==> src/rtl/mem_arb_pkg.sv <==
// Shared types for the unified-memory port arbiter: FSM states and owner encodings.
package mem_arb_pkg;

    typedef enum logic [1:0] {IDLE, ACCESS, RESP} state_t;

    localparam logic OWN_CPU = 1'b0;
    localparam logic OWN_LD  = 1'b1;

endpackage

==> src/rtl/mem_arb_rr_pick.sv <==
// Combinational two-way requester pick: fixed priority (mode=0) or round-robin (mode=1).
module mem_arb_rr_pick
    import mem_arb_pkg::*;
(
    input  logic cpu_req,
    input  logic ld_req,
    input  logic last_owner,
    input  logic mode,
    output logic owner,
    output logic valid
);

    always_comb begin
        valid = cpu_req | ld_req;
        owner = OWN_CPU;
        if (cpu_req && ld_req) begin
            // On a tie in round-robin mode, the requester that did not go last wins.
            owner = mode ? ~last_owner : OWN_CPU;
        end else if (ld_req) begin
            owner = OWN_LD;
        end
    end

endmodule

==> src/rtl/mem_port_arbiter.sv <==
// CPU/loader arbiter and sequencer for the single-ported unified memory.
// Define MEM_ARB_ROM_WP_EN to reject writes into the ROM region.
module mem_port_arbiter
    import mem_arb_pkg::*;
#(
    parameter int unsigned ADDR_W    = 32,
    parameter int unsigned DATA_W    = 32,
    parameter int unsigned DEPTH     = 32,
    parameter int unsigned ROM_WORDS = 16,
    parameter int unsigned ARB_MODE  = 1
) (
    input  logic              clk,
    input  logic              rst,
    input  logic              cpu_req,
    input  logic              cpu_we,
    input  logic [ADDR_W-1:0] cpu_addr,
    input  logic [DATA_W-1:0] cpu_wdata,
    output logic              cpu_gnt,
    output logic              cpu_done,
    output logic [DATA_W-1:0] cpu_rdata,
    input  logic              ld_req,
    input  logic              ld_we,
    input  logic [ADDR_W-1:0] ld_addr,
    input  logic [DATA_W-1:0] ld_wdata,
    output logic              ld_gnt,
    output logic              ld_done,
    output logic [DATA_W-1:0] ld_rdata,
    output logic [ADDR_W-1:0] mem_address,
    output logic              mem_MemRead,
    output logic              mem_MemWrite,
    output logic [DATA_W-1:0] mem_write_data,
    input  logic [DATA_W-1:0] mem_data_in,
    output logic              err
);

`ifdef MEM_ARB_ROM_WP_EN
    localparam bit ROM_WP = 1'b1;
`else
    localparam bit ROM_WP = 1'b0;
`endif

    state_t            state, state_next;
    logic              owner, last_owner;
    logic              pick_owner, pick_valid;
    logic              lat_we;
    logic [ADDR_W-1:0] lat_addr;
    logic [DATA_W-1:0] lat_wdata;
    logic              out_of_range, reject;
    logic [DATA_W-1:0] rd_value;

    mem_arb_rr_pick u_pick (
        .cpu_req    (cpu_req),
        .ld_req     (ld_req),
        .last_owner (last_owner),
        .mode       (ARB_MODE != 0),
        .owner      (pick_owner),
        .valid      (pick_valid)
    );

    assign out_of_range   = lat_addr >= ADDR_W'(DEPTH);
    assign reject         = out_of_range | (ROM_WP & lat_we & (lat_addr < ADDR_W'(ROM_WORDS)));
    assign rd_value       = out_of_range ? '0 : mem_data_in;
    assign mem_address    = lat_addr;
    assign mem_write_data = lat_wdata;

    always_ff @(posedge clk or negedge rst) begin
        if (!rst) state <= IDLE;
        else      state <= state_next;
    end

    always_comb begin
        state_next   = state;
        cpu_gnt      = 1'b0;
        ld_gnt       = 1'b0;
        cpu_done     = 1'b0;
        ld_done      = 1'b0;
        err          = 1'b0;
        mem_MemRead  = 1'b0;
        mem_MemWrite = 1'b0;
        case (state)
            IDLE: begin
                if (pick_valid) state_next = ACCESS;
            end
            ACCESS: begin
                cpu_gnt      = (owner == OWN_CPU);
                ld_gnt       = (owner == OWN_LD);
                mem_MemRead  = ~lat_we & ~out_of_range;
                mem_MemWrite = lat_we & ~reject;
                state_next   = RESP;
            end
            RESP: begin
                cpu_done   = (owner == OWN_CPU);
                ld_done    = (owner == OWN_LD);
                err        = reject;
                state_next = IDLE;
            end
            default: state_next = IDLE;
        endcase
    end

    always_ff @(posedge clk or negedge rst) begin
        if (!rst) begin
            owner      <= OWN_CPU;
            last_owner <= OWN_LD;
            lat_we     <= 1'b0;
            lat_addr   <= '0;
            lat_wdata  <= '0;
            cpu_rdata  <= '0;
            ld_rdata   <= '0;
        end else begin
            if (state == IDLE && pick_valid) begin
                owner     <= pick_owner;
                lat_we    <= (pick_owner == OWN_CPU) ? cpu_we    : ld_we;
                lat_addr  <= (pick_owner == OWN_CPU) ? cpu_addr  : ld_addr;
                lat_wdata <= (pick_owner == OWN_CPU) ? cpu_wdata : ld_wdata;
            end
            if (state == ACCESS) begin
                last_owner <= owner;
                if (!lat_we) begin
                    if (owner == OWN_CPU) cpu_rdata <= rd_value;
                    else                  ld_rdata  <= rd_value;
                end
            end
        end
    end

endmodule

==> config.mk <==
export PLATFORM = sky130hd
export DESIGN_NAME = mem_port_arbiter
export DESIGN_NICKNAME = d
export VERILOG_FILES = /design/src/rtl/mem_arb_pkg.sv /design/src/rtl/mem_arb_rr_pick.sv /design/src/rtl/mem_port_arbiter.sv
export SDC_FILE = /design/constraint.sdc
export NUM_CORES = 1
export LEC_CHECK = 0
export BUFFER_PORTS_ARGS = -buffer_cell sky130_fd_sc_hd__buf_2
export CAP_MARGIN = 20
export CORE_UTILIZATION = 40
export DETAILED_ROUTE_END_ITERATION = 10
export GPL_TIMING_DRIVEN = 0
export PLACE_DENSITY = 0.7
export REMOVE_ABC_BUFFERS = 1
export SYNTH_ARGS = -nofsm -noshare
export SYNTH_HDL_FRONTEND = slang
export SYNTH_SLANG_ARGS = --single-unit
==> constraint.sdc <==
create_clock -name clk -period 2.2 [get_ports clk]
set_clock_uncertainty 0.2 [all_clocks]
set_input_delay 0.55 -clock clk [delete_from_list [all_inputs] [get_ports clk]]
set_output_delay 0.55 -clock clk [all_outputs]
set_load 0.05 [all_outputs]
=== Yosys cells after proc, flatten, opt, wreduce, memory -nomap -nowiden ===
Cells that the tools add are included.

* Register bits after elaboration: 133
* Input port bits: 166
* Output and inout bits: 135
* Word-level logic and storage cells: 39

* Bitwise gates (word level): 7
* Equal/unequal tests: 3
* Muxes and demuxes: 15
* Reductions and logical operators: 5
* $lt $le $gt $ge: 1

{| class="wikitable"
|+ Operator list
! kind !! count
|-
| 2-to-1 mux 32 bit || 3
|-
| greater-or-equal comparator 32 x 6 -> 1 bit (second input constant) || 1
|-
| 2-to-1 mux 1 bit || 10
|-
| AND reduction 3 bit || 2
|-
| NOT 1 bit || 4
|-
| case mux 2 bit (2 select lines) || 1
|-
| AND 1 bit || 2
|-
| equality test 2 x 1 -> 1 bit (second input constant) || 1
|-
| equality test 2 bit (second input constant) || 1
|-
| logical AND 1 bit || 2
|-
| logical NOT 2 bit || 1
|-
| 2-to-1 mux 2 bit || 1
|-
| != test 2 bit (second input constant) || 1
|-
| bitwise OR 1 bit || 1
|}

=== Logic depth before layout (Yosys ltp) ===
* Depth in word-level cells: 4
* Mapped depth: 5
* Depth with buffers taken out: 4

=== By module ===
Synthesis repeated with hierarchy kept, for this count alone.

* Cells, all modules: 575
* Area total of the unflattened synthesis: 6333.6 µm²

{| class="wikitable"
|+ By module, submodules not included
! module !! seq. area each (µm²) !! area an instance (µm²) !! cells each !! instances
|-
| mem_port_arbiter || 3329.4 || 6313.6 || 572 || 1
|-
| mem_arb_rr_pick || 0.0 || 20.0 || 3 || 1
|}

=== Worst setup path after synthesis ===
OpenSTA, ideal clock, no wires.

* Kind: reg-to-output
* Start: reg lat_addr[9] (netlist: mem_address[9])
* End: out mem_MemRead
* Path slack: -1.356 ns
* Buffers on the path: 1
* Arrival time: 2.806 ns
* Data required time: 1.450 ns
* Stages on the path, launching flop included: 5
* Cell sequence: dfrtp_1 -> nor2_1 -> clkbuf_1 -> nand4b_1 -> nor4_1

* Longest elaborated chain between the ends: 4

{| class="wikitable"
|+ RTL lines
! item !! RTL line !! text
|-
| start: declaration || mem_port_arbiter.sv:46 || <nowiki>logic [ADDR_W-1:0] lat_addr;</nowiki>
|-
| start signal: assignment || mem_port_arbiter.sv:114 || <nowiki>lat_addr <= (pick_owner == OWN_CPU) ? cpu_addr : ld_addr;</nowiki>
|-
| greater-or-equal comparator 32 x 6 -> 1 bit || mem_port_arbiter.sv:60 || <nowiki>assign out_of_range = lat_addr >= ADDR_W'(DEPTH);</nowiki>
|-
| NOT 1 bit || mem_port_arbiter.sv:87 || <nowiki>mem_MemRead = ~lat_we & ~out_of_range;</nowiki>
|-
| AND 1 bit || mem_port_arbiter.sv:87 ||
|-
| 2-to-1 mux 1 bit || mem_port_arbiter.sv:80 || <nowiki>case (state)</nowiki>
|-
| end: declaration || mem_port_arbiter.sv:29 || <nowiki>output logic mem_MemRead,</nowiki>
|}

Every way passes these cells.

=== Worst setup path after layout ===
* Start: reg lat_addr[26] (netlist: mem_address[26])
* End: out mem_MemRead

The elaborated chain is that of the path after synthesis.

==> metrics <==
share of cells above drive strength 1=63.3%; global-route wire length before repair=27700 µm; final period utilization=123%; vias in the first global route=5151; Fillers=1340; vias=5358; Max Slew Vio Count=0; largest net degree at the start of global routing=73; DRT antenna net count=0; fin util=58.8%; Seq/Total Area, Yosys=51.3%; Max-Cap Viols=0; nets@finish=965; Multi-input gate area=3260 µm²; Clk Latency, worst-skew pair=400 ps; worst endpoint data arrival time=1960 ps; DR pass1 iterations=4; synthesized area=6490 µm²; WL per Instance=18.5 µm; Mapped Cells=500; Clock Tree Root=clkbuf_16; Worst Path Required=1450 ps; worst vdd ir=0.763 mV; Clock transition at path regs=60 ps; Avg Cell Area, Syn=13.0 µm²; area of the die=16700 µm²; boundary pin count=301; CTS H-Tree Depth=4; Inst Count DP=978; Yosys reg bits=133; slowest CP cell=dfrtp_1; placer congestion estimate=0.827; # rows=46; Initial Util=40.9%; DP HPWL=12500 µm; commonest non-fill, non-tap cell in the layout=buf_2; Startpoint Class=register; unrepaired setup endpoints after global routing=true; Clock Tree Buf Depth=2; endpoints failing setup=67; port bufs=300; final WL=19000 µm; critical-path cell list=nor4_4 > nand4b_1 > nor4_2 > buf_4; most frequent cells in the layout=buf_2, dfrtp_1, mux2_2; CTS tree=yes; Fin. Hold Viols=0; Die Wd=129 µm; die height=129 µm; Power Density=1670 nW/µm²; Total Routing Usage GR=21.6%; worst slack, placed=-591 ps; crit-path max cell delay=430 ps; core box area=15900 µm²; synthesis-to-layout area growth=43.8%; minimum clock period=2710 ps; gr ovfl total=0; antenna violations before repair=0; Leak=4.74 nW; CTS Buf Count=17; Final WS setup=-505 ps; DRT iter0 DRCs=294; Synth warnings=0; FF+latch area=3340 µm²; HP Class=input port to register; Peak Freq=0.370 GHz; Layout Cells excl Fill=1028; Worst slew margin=27.2%; status=finished with violations; drt drc=0; Setup Total Neg Slack=-10010 ps; clock sink count=133; crit end category=output port; Yosys cell types=29; Crit Path Class=register to output port; CP Max Fanout=3; failing checks=setup timing; vias per cell=5.21; worst slew pin tran=1090 ps
-- flip-flops by register name, summed over array words and instances (netlist names) --
register,count
mem_address,32
mem_write_data,32
owner,1
lat_we,1
state,2
ld_rdata,32
cpu_rdata,32
last_owner,1
-- cells by family after synthesis --
family          count (synthesis)  share of synthesized area (%)
compound gates                 69                           12.8
flops                         133                           51.3
mux                           130                           22.6
simple gates                  119                           9.66
buf+inv                        49                           3.68
-- critical path, delay by kind of cell (launching register included) --
family | cells | cell delay [ps]
flops | 1 | 430
buf+inv | 1 | 250
simple gates | 3 | 870
-- worst paths after layout --
check	start	slack [ps]	depth (start not counted)	to
max in group asynchronous	rst	510	3	last_owner
setup reg to reg	mem_address[20]	-270	5	ld_rdata[1]
hold reg to reg	cpu_rdata[25]	270	2	cpu_rdata[25]
min in group asynchronous	rst	500	2	cpu_rdata[13]
hold / removal	mem_data_in[4]	250	3	cpu_rdata[4]
setup / recovery	mem_address[26]	-510	4	mem_MemRead
-- synth_stat cells, drive strengths merged --
| library cell | number | share of area [%] |
|---|---|---|
| nand2 | 67 | 3.9 |
| or4b | 1 | 0.15 |
| nand2b | 2 | 0.19 |
| inv | 2 | 0.12 |
| o41ai | 64 | 12 |
| o21a | 1 | 0.12 |
| mux2 | 130 | 23 |
| nor2 | 6 | 0.35 |
| nand3b | 32 | 3.7 |
| nand4bb | 1 | 0.17 |
| nand4 | 1 | 0.096 |
| dfstp | 1 | 0.40 |
| dfrtp | 132 | 51 |
| nor3 | 1 | 0.077 |
| clkbuf | 19 | 1.1 |
| nor4 | 7 | 0.87 |
| nand4b | 1 | 0.13 |
| o21ba | 1 | 0.15 |
| a21boi | 1 | 0.12 |
| o21ai | 1 | 0.077 |
| a21o | 1 | 0.12 |
| buf | 28 | 2.5 |
-- metal layers --
| metal | GRT usage (%) | routed length [µm] | vias to the layer above | part of all wire (%) |
|---|---|---|---|---|
| met5 | 0 | 0 | - | 0 |
| met4 | 9.48 | 577 | 0 | 3.0 |
| met3 | 3.72 | 738 | 39 | 3.9 |
| met2 | 35.3 | 9580 | 171 | 50 |
| met1 | 28.2 | 8140 | 2670 | 43 |
| li1 | - | - | 2478 | - |
-- through the flow --
step                      total power, mW  area (µm²)  hold WS, ps
after floorplan                      10.3        6260         54.4
after global placement               12.2        8030          252
after detailed placement             12.4        8250          257
after CTS                            15.4        9030          230
after global routing                 16.2        9330          247
final                                15.6        9330          246
-- area by class of cell --
type                    instances  share of cell area, %
diodes                          1                 0.0268
clock buffers                  18                   4.71
clock inverters                13                   1.45
inverters                       2                 0.0804
multi-input cells             320                   34.9
flip-flops and latches        133                   35.7
well taps                     216                   2.90
repair buffers                325                   20.2
-- timing repair --
action / in CTS / in global routing
hold buffers: 1 / 0
endpoints found under the setup margin: 70 / 137
resized for setup: 29 / 32
setup buffers: 3 / 11
cloned: 1 / 2
hold endpoints to repair: 61 / 0
pin swaps: 4 / 18
-- power by group --
part           switching (mW)  internal (mW)
clock network            1.07           1.68
logic                    5.95           2.51
registers               0.806           3.55
Note: power is estimated with default switching activity, not from simulation.
